<file path="src/rtl/prog_dumper_if.sv">
// rtl/prog_dumper_if.sv - request, memory-read and UART TX signals of the program dumper
interface prog_dumper_if;
  logic        start;
  logic [20:0] length;
  logic [20:0] adr;
  logic        read;
  logic [7:0]  din;
  logic        tx;
  logic        busy;
  logic        done;

  modport master (
    input  start, length, din,
    output adr, read, tx, busy, done
  );

  modport slave (
    output start, length, din,
    input  adr, read, tx, busy, done
  );
endinterface

</file>
<file path="src/rtl/prog_dumper.sv">
// rtl/prog_dumper.sv - reads length bytes from address 0 and sends each as a UART 8N1 frame
// Optional PROG_DUMPER_CHECKSUM_EN appends a frame carrying the 8-bit sum of all sent bytes.
module prog_dumper #(
  parameter int CLK_DIV   = 104,
  parameter int READ_WAIT = 2
) (
  input logic          clk,
  input logic          reset,
  prog_dumper_if.master bus
);

  localparam int DIV_W = $clog2(CLK_DIV);
  localparam int RW_W  = (READ_WAIT > 1) ? $clog2(READ_WAIT) : 1;
  localparam logic [DIV_W-1:0] DIV_LAST = DIV_W'(CLK_DIV - 1);
  localparam logic [RW_W-1:0]  RW_LAST  = RW_W'(READ_WAIT - 1);

  typedef enum logic [1:0] {S_IDLE, S_READ, S_TX, S_FINISH} state_t;

  state_t           state_q, state_d;
  logic [20:0]      len_q, len_d;
  logic [20:0]      adr_q, adr_d;
  logic             read_q, read_d;
  logic [RW_W-1:0]  rcnt_q, rcnt_d;
  logic [7:0]       shreg_q, shreg_d;
  logic             tx_q, tx_d;
  logic [3:0]       bitc_q, bitc_d;
  logic [DIV_W-1:0] div_q, div_d;
  logic             busy_q, busy_d;
  logic             done_q, done_d;
`ifdef PROG_DUMPER_CHECKSUM_EN
  logic [7:0]       csum_q, csum_d;
  logic             trailer_q, trailer_d;
`endif

  assign bus.adr  = adr_q;
  assign bus.read = read_q;
  assign bus.tx   = tx_q;
  assign bus.busy = busy_q;
  assign bus.done = done_q;

  always_ff @(posedge clk) begin
    if (reset) begin
      state_q   <= S_IDLE;
      len_q     <= '0;
      adr_q     <= '0;
      read_q    <= 1'b0;
      rcnt_q    <= '0;
      shreg_q   <= '0;
      tx_q      <= 1'b1;
      bitc_q    <= '0;
      div_q     <= '0;
      busy_q    <= 1'b0;
      done_q    <= 1'b0;
`ifdef PROG_DUMPER_CHECKSUM_EN
      csum_q    <= '0;
      trailer_q <= 1'b0;
`endif
    end else begin
      state_q   <= state_d;
      len_q     <= len_d;
      adr_q     <= adr_d;
      read_q    <= read_d;
      rcnt_q    <= rcnt_d;
      shreg_q   <= shreg_d;
      tx_q      <= tx_d;
      bitc_q    <= bitc_d;
      div_q     <= div_d;
      busy_q    <= busy_d;
      done_q    <= done_d;
`ifdef PROG_DUMPER_CHECKSUM_EN
      csum_q    <= csum_d;
      trailer_q <= trailer_d;
`endif
    end
  end

  always_comb begin
    state_d   = state_q;
    len_d     = len_q;
    adr_d     = adr_q;
    read_d    = read_q;
    rcnt_d    = rcnt_q;
    shreg_d   = shreg_q;
    tx_d      = tx_q;
    bitc_d    = bitc_q;
    div_d     = div_q;
    busy_d    = busy_q;
    done_d    = 1'b0;
`ifdef PROG_DUMPER_CHECKSUM_EN
    csum_d    = csum_q;
    trailer_d = trailer_q;
`endif

    case (state_q)
      S_IDLE: begin
        if (bus.start) begin
          len_d  = bus.length;
          adr_d  = '0;
          busy_d = 1'b1;
`ifdef PROG_DUMPER_CHECKSUM_EN
          csum_d    = '0;
          trailer_d = 1'b0;
`endif
          if (bus.length == 21'd0) begin
`ifdef PROG_DUMPER_CHECKSUM_EN
            // Empty dump still sends the (zero) checksum frame.
            trailer_d = 1'b1;
            shreg_d   = 8'h00;
            tx_d      = 1'b0;
            bitc_d    = '0;
            div_d     = DIV_LAST;
            state_d   = S_TX;
`else
            state_d   = S_FINISH;
`endif
          end else begin
            read_d  = 1'b1;
            rcnt_d  = RW_LAST;
            state_d = S_READ;
          end
        end
      end

      S_READ: begin
        if (rcnt_q == '0) begin
          shreg_d = bus.din;
`ifdef PROG_DUMPER_CHECKSUM_EN
          csum_d  = csum_q + bus.din;
`endif
          read_d  = 1'b0;
          tx_d    = 1'b0;
          bitc_d  = '0;
          div_d   = DIV_LAST;
          state_d = S_TX;
        end else begin
          rcnt_d = rcnt_q - RW_W'(1);
        end
      end

      S_TX: begin
        if (div_q != '0) begin
          div_d = div_q - DIV_W'(1);
        end else if (bitc_q != 4'd9) begin
          // Bit slot n+1 carries data bit n; slot 9 is the stop bit.
          bitc_d = bitc_q + 4'd1;
          div_d  = DIV_LAST;
          tx_d   = (bitc_q == 4'd8) ? 1'b1 : shreg_q[bitc_q[2:0]];
        end else begin
`ifdef PROG_DUMPER_CHECKSUM_EN
          if (trailer_q) begin
            state_d = S_FINISH;
          end else if (adr_q + 21'd1 == len_q) begin
            trailer_d = 1'b1;
            shreg_d   = csum_q;
            tx_d      = 1'b0;
            bitc_d    = '0;
            div_d     = DIV_LAST;
          end else begin
            adr_d   = adr_q + 21'd1;
            read_d  = 1'b1;
            rcnt_d  = RW_LAST;
            state_d = S_READ;
          end
`else
          if (adr_q + 21'd1 == len_q) begin
            state_d = S_FINISH;
          end else begin
            adr_d   = adr_q + 21'd1;
            read_d  = 1'b1;
            rcnt_d  = RW_LAST;
            state_d = S_READ;
          end
`endif
        end
      end

      S_FINISH: begin
        done_d  = 1'b1;
        busy_d  = 1'b0;
        state_d = S_IDLE;
`ifdef PROG_DUMPER_CHECKSUM_EN
        trailer_d = 1'b0;
`endif
      end

      default: state_d = S_IDLE;
    endcase
  end

endmodule

</file>
<file path="src/flat_wrapper.sv">
// flat-port wrapper written by rule: the top's interface ports become plain ports
module prog_dumper_flat 
#(
  parameter int CLK_DIV   = 104,
  parameter int READ_WAIT = 2
)
  (clk, reset, bus_start, bus_length, bus_din, bus_adr, bus_read, bus_tx, bus_busy, bus_done);
  prog_dumper_if bus_i ();
  input logic clk;
  input logic reset;
  input wire logic [$bits(bus_i.start)-1:0] bus_start;
  input wire logic [$bits(bus_i.length)-1:0] bus_length;
  input wire logic [$bits(bus_i.din)-1:0] bus_din;
  output wire logic [$bits(bus_i.adr)-1:0] bus_adr;
  output wire logic [$bits(bus_i.read)-1:0] bus_read;
  output wire logic [$bits(bus_i.tx)-1:0] bus_tx;
  output wire logic [$bits(bus_i.busy)-1:0] bus_busy;
  output wire logic [$bits(bus_i.done)-1:0] bus_done;
  assign bus_i.start = bus_start;
  assign bus_i.length = bus_length;
  assign bus_i.din = bus_din;
  assign bus_adr = bus_i.adr;
  assign bus_read = bus_i.read;
  assign bus_tx = bus_i.tx;
  assign bus_busy = bus_i.busy;
  assign bus_done = bus_i.done;
  prog_dumper #(.CLK_DIV(CLK_DIV), .READ_WAIT(READ_WAIT)) u_core (.clk(clk), .reset(reset), .bus(bus_i));
endmodule
</file>
<file path="config.mk">
export PLATFORM = sky130hd
export DESIGN_NAME = prog_dumper_flat
export DESIGN_NICKNAME = d
export VERILOG_FILES = /design/src/rtl/prog_dumper_if.sv /design/src/rtl/prog_dumper.sv /design/src/flat_wrapper.sv
export SDC_FILE = /design/constraint.sdc
export NUM_CORES = 1
export LEC_CHECK = 0
export CAP_MARGIN = 20
export CORE_UTILIZATION = 55
export DETAILED_ROUTE_END_ITERATION = 8
export GPL_ROUTABILITY_DRIVEN = 0
export MAX_ROUTING_LAYER = met4
export PLACE_DENSITY_LB_ADDON = 0.12
export SLEW_MARGIN = 20
export SYNTH_ARGS = -nofsm -noshare
export SYNTH_HDL_FRONTEND = slang
export SYNTH_SLANG_ARGS = --single-unit
</file>
<file path="constraint.sdc">
create_clock -name clk -period 4.7 [get_ports clk]
set_clock_uncertainty 0.2 [all_clocks]
set_input_delay 0.47 -clock clk [delete_from_list [all_inputs] [get_ports clk]]
set_output_delay 0.47 -clock clk [all_outputs]
set_load 0.01 [all_outputs]
</file>
==> metrics.txt <==
# TYPE chip_impl_metric gauge
chip_impl_info{name="status",value="finished clean"} 1
chip_impl_info{name="critical_path_cell_with_the_highest_stage_delay",value="or4_1"} 1
chip_impl_info{name="cts_tree",value="done"} 1
chip_impl_metric{name="netlist_instances",unit=""} 467
chip_impl_metric{name="synth_nets",unit=""} 508
chip_impl_metric{name="floorplan.die.height",unit="microns"} 86.1
chip_impl_metric{name="die_area",unit="sq um"} 7410
chip_impl_metric{name="yosys.area.top_type_share",unit="%"} 35.0
chip_impl_metric{name="area_growth",unit="%"} 19.7
chip_impl_metric{name="floorplan.rows",unit=""} 30
chip_impl_metric{name="finish.cell_count_without_fillers",unit=""} 610
chip_impl_metric{name="cts_hold_buf",unit=""} 0
chip_impl_metric{name="tritoncts_num_sinks",unit=""} 68
chip_impl_metric{name="syn-cell-area",unit="sq um"} 3890
chip_impl_metric{name="post_cts_buffers",unit=""} 0
chip_impl_metric{name="core_region_area",unit="sq um"} 6830
chip_impl_metric{name="grt_first_pass_wirelength",unit="microns"} 15500
chip_impl_metric{name="total_power",unit="uW"} 2180
chip_impl_info{name="timing.rr.end",value="u_core.bus.adr[0]$_SDFFE_PP0P_"} 1
chip_impl_info{name="hold_path_startpoint",value="u_core.len_q[15]$_SDFFE_PP0P_"} 1
chip_impl_metric{name="synthDistinctLibCells",unit=""} 63
chip_impl_metric{name="num_io_pins",unit=""} 57
chip_impl_metric{name="drive_above_1_share",unit="%"} 7.59
chip_impl_metric{name="io_buf_count",unit=""} 56
chip_impl_metric{name="min_delay_path_depth",unit=""} 2
chip_impl_metric{name="worst-r2r-cell-count",unit=""} 9
chip_impl_metric{name="synthesis.yosys.warnings",unit=""} 0
chip_impl_metric{name="hold_violations",unit=""} 0
chip_impl_metric{name="tritoncts.num_buffers",unit=""} 9
chip_impl_metric{name="first_global_vias",unit=""} 3281
chip_impl_metric{name="maxClockFrequency",unit="MHz"} 240
chip_impl_info{name="synth_top_cell_by_area",value="dfxtp_1"} 1
chip_impl_info{name="critical_path.top_delay_family",value="simple AND/OR/NAND/NOR gates"} 1
chip_impl_metric{name="ctsResizeCount",unit=""} 0
chip_impl_info{name="synth_top_cells_by_area",value="dfxtp_1 35%, nand2_1 7.0%, a21oi_1 4.8%, xnor2_1 4.5%, nor2_1 4.2%"} 1
chip_impl_info{name="hp-class",value="flip-flop to flip-flop"} 1
chip_impl_metric{name="insertion_delay",unit="ns"} 0.35
chip_impl_metric{name="shortest_clock_period_the_worst_path_allows_after_layout",unit="ns"} 4.17
chip_impl_metric{name="p_leak",unit="uW"} 0.00166
chip_impl_metric{name="cp.arrival",unit="ns"} 4.27
chip_impl_metric{name="synth_async_sr_flop_share",unit="%"} 0
chip_impl_metric{name="worstPathRequired",unit="ns"} 4.80
chip_impl_metric{name="worst-path-buf-inv",unit=""} 1
chip_impl_metric{name="start_util",unit="%"} 56.9
chip_impl_metric{name="place.detailed.hpwl",unit="microns"} 6760
chip_impl_metric{name="average_vias_per_placed_instance",unit=""} 5.79
chip_impl_metric{name="final_max_slew_viol_count",unit=""} 0
chip_impl_metric{name="drc_errors",unit=""} 0
chip_impl_metric{name="timing.slew.headroom",unit="%"} 40.6
chip_impl_metric{name="final.setup.tns",unit="ns"} 0
chip_impl_metric{name="routed_antenna_nets",unit=""} 0
chip_impl_metric{name="timing.hold.ws",unit="ns"} 0.271
chip_impl_metric{name="cts.path.max_buffers",unit=""} 2
chip_impl_info{name="critical_path.startpoint_type",value="flip-flop"} 1
chip_impl_info{name="worst_reg2reg_path_startpoint",value="u_core.bus.adr[4]$_SDFFE_PP0P_"} 1
chip_impl_metric{name="antenna_found_initial",unit=""} 0
chip_impl_metric{name="synth-edff-count",unit=""} 0
chip_impl_metric{name="first_iter_violations",unit=""} 185
chip_impl_metric{name="gr-total-overflow",unit=""} 0
chip_impl_metric{name="placedCellCount",unit=""} 594
chip_impl_metric{name="wl",unit="microns"} 9410
chip_impl_metric{name="synth_seq_area_share",unit="%"} 35.0
chip_impl_metric{name="grt_start_max_net_pins",unit=""} 51
chip_impl_metric{name="synth-seq-cells",unit=""} 68
chip_impl_metric{name="final_count_of_negative_setup_slack_endpoints",unit=""} 0
chip_impl_info{name="root_driver",value="clkbuf_8"} 1
chip_impl_metric{name="post_drt_wl_per_cell",unit="microns"} 15.4
chip_impl_info{name="critical_path_start_end_classification",value="flip-flop to flip-flop"} 1
chip_impl_metric{name="crit_fanout",unit=""} 13
chip_impl_metric{name="num_vias",unit=""} 3530
chip_impl_metric{name="timing.max_cap.violations",unit=""} 0
chip_impl_metric{name="dr.pass1.iters",unit=""} 4
chip_impl_info{name="yosys_most_used_dff",value="dfxtp_1"} 1
chip_impl_metric{name="irDropWorstVdd",unit="mV"} 0.317
chip_impl_metric{name="setup.reg_to_reg.worst_slack",unit="ns"} 0.53
chip_impl_info{name="grt_setup_unrepaired",value="no"} 1
chip_impl_metric{name="antennaDiodeCount",unit=""} 0
chip_impl_metric{name="p_per_area",unit="nW/um^2"} 468
chip_impl_metric{name="die-width",unit="microns"} 86.1
chip_impl_info{name="timing.hold.worst_endpoint",value="u_core.len_q[15]$_SDFFE_PP0P_"} 1
chip_impl_info{name="chain_of_cells_forming_the_critical_path",value="nand3_2 -> or4_1 -> xnor2_1 -> a2111o_1 -> nor4_2 -> a41oi_2 -> a21oi_2 -> buf_4 -> mux2_2"} 1
chip_impl_metric{name="num-fill-cells",unit=""} 569
chip_impl_metric{name="critical-path-max-stage-delay",unit="ns"} 0.67
chip_impl_metric{name="cts.htree.levels",unit=""} 3
chip_impl_info{name="ys_top_cells_by_count",value="73 x nand2_1, 68 x dfxtp_1, 44 x nor2_1, 37 x a21oi_1, 20 x xnor2_1"} 1
chip_impl_metric{name="track_usage",unit="%"} 27.8
chip_impl_metric{name="syn_area_per_cell",unit="sq um"} 8.33
chip_impl_metric{name="layout.nets",unit=""} 550
chip_impl_info{name="worstSetupEndpointType",value="flip-flop"} 1
chip_impl_info{name="synth.most_common_cell",value="nand2_1"} 1
chip_impl_metric{name="path_clk_slew",unit="ns"} 0.07
chip_impl_metric{name="timing.final.crit_share",unit="%"} 88.7
chip_impl_metric{name="worstMarginPinSlew",unit="ns"} 0.889
[flip-flops by register name, summed over array words and instances, names as in the netlist]
name             flops
u_core.bus.adr      21
u_core.len_q        21
u_core.shreg_q       8
u_core.div_q         7
u_core.bitc_q        4
u_core.state_q       2
u_core.bus.busy      1
u_core.bus.done      1
u_core.bus.read      1
u_core.bus.tx        1
u_core.rcnt_q        1
[through the flow]
step | utilization, % | area, sq um | setup slack [ns]
CTS | 68.2 | 4660 | 0.629
global placement | 64.3 | 4390 | 0.761
global route | 68.2 | 4660 | 0.269
floorplan | - | 3890 | 1.38
finish | 68.2 | 4660 | 0.531
detailed placement | 64.3 | 4390 | 0.658
[tightest hold or removal path, stage by stage, from the launching register on]
cell	delay, ns
dfxtp_1	0.32
nand2_1	0.06
a21oi_1	0.05
[kinds of logic after synthesis]
kind of cell	Yosys count	synth area share, %
buf+inv	36	5.79
simple gates	206	26.8
xor+xnor	30	6.75
flops	68	35.0
mux	12	3.76
fa+ha+maj	9	2.89
compound gates	106	19.0
[final cells by class]
type                       count  area (sq um)  area share, %
sequential                    68          1360           29.2
tap                           96           120           2.58
timing repair buffer          58           576           12.4
clock inverter                 6           136           2.93
inverter                       9          33.8          0.725
clock buffer                  10           128           2.74
multi-input combinational    363          2300           49.4
[worst max path at each step]
| stage | startpoint | to | slack, ns | depth (start not counted) |
|---|---|---|---|---|
| after floorplan | u_core.bus.adr[2]$_SDFFE_PP0P_ | u_core.bus.adr[11]$_SDFFE_PP0P_ | 1.38 | 11 |
| after global placement | u_core.bus.adr[4]$_SDFFE_PP0P_ | u_core.bus.adr[0]$_SDFFE_PP0P_ | 0.76 | 9 |
| after detailed placement | u_core.bus.adr[4]$_SDFFE_PP0P_ | u_core.bus.adr[6]$_SDFFE_PP0P_ | 0.66 | 9 |
| after CTS | u_core.bus.adr[4]$_SDFFE_PP0P_ | u_core.bus.adr[0]$_SDFFE_PP0P_ | 0.63 | 9 |
| after global routing | u_core.bus.adr[4]$_SDFFE_PP0P_ | u_core.bus.adr[18]$_SDFFE_PP0P_ | 0.27 | 9 |
| final | u_core.bus.adr[4]$_SDFFE_PP0P_ | u_core.bus.adr[0]$_SDFFE_PP0P_ | 0.53 | 9 |
[placed cells by master (no fill, tap or decap), drive strengths merged, types with 3 or more instances in the layout]
cell type / instances
nor4: 12
or4: 3
or3: 4
nand3b: 4
a221o: 9
bufinv: 4
o21ai: 17
a21o: 3
a311oi: 3
xnor2: 20
nand4: 9
a22oi: 5
a211o: 3
nor2b: 6
clkbuf: 10
nand2: 73
ha: 9
clkdlybuf4s50: 56
nand2b: 3
a31oi: 4
nor3b: 3
nor2: 45
a21oi: 38
a211oi: 4
o21ba: 5
nor3: 22
inv: 9
xor2: 10
nand3: 13
mux2i: 9
dfxtp: 68
[power breakdown]
group	internal, uW	switching (uW)
sequential	674	89.5
combinational	310	465
clock	407	235
[layer usage]
| metal | track usage, % | wire length (microns) |
|---|---|---|
| met1 | 35.1 | 4210 |
| met5 | - | 0 |
| met4 | 12.4 | 226 |
| met3 | 4.04 | 510 |
| met2 | 44.2 | 4470 |
No activity file was read; power rests on OpenSTA's default activity.
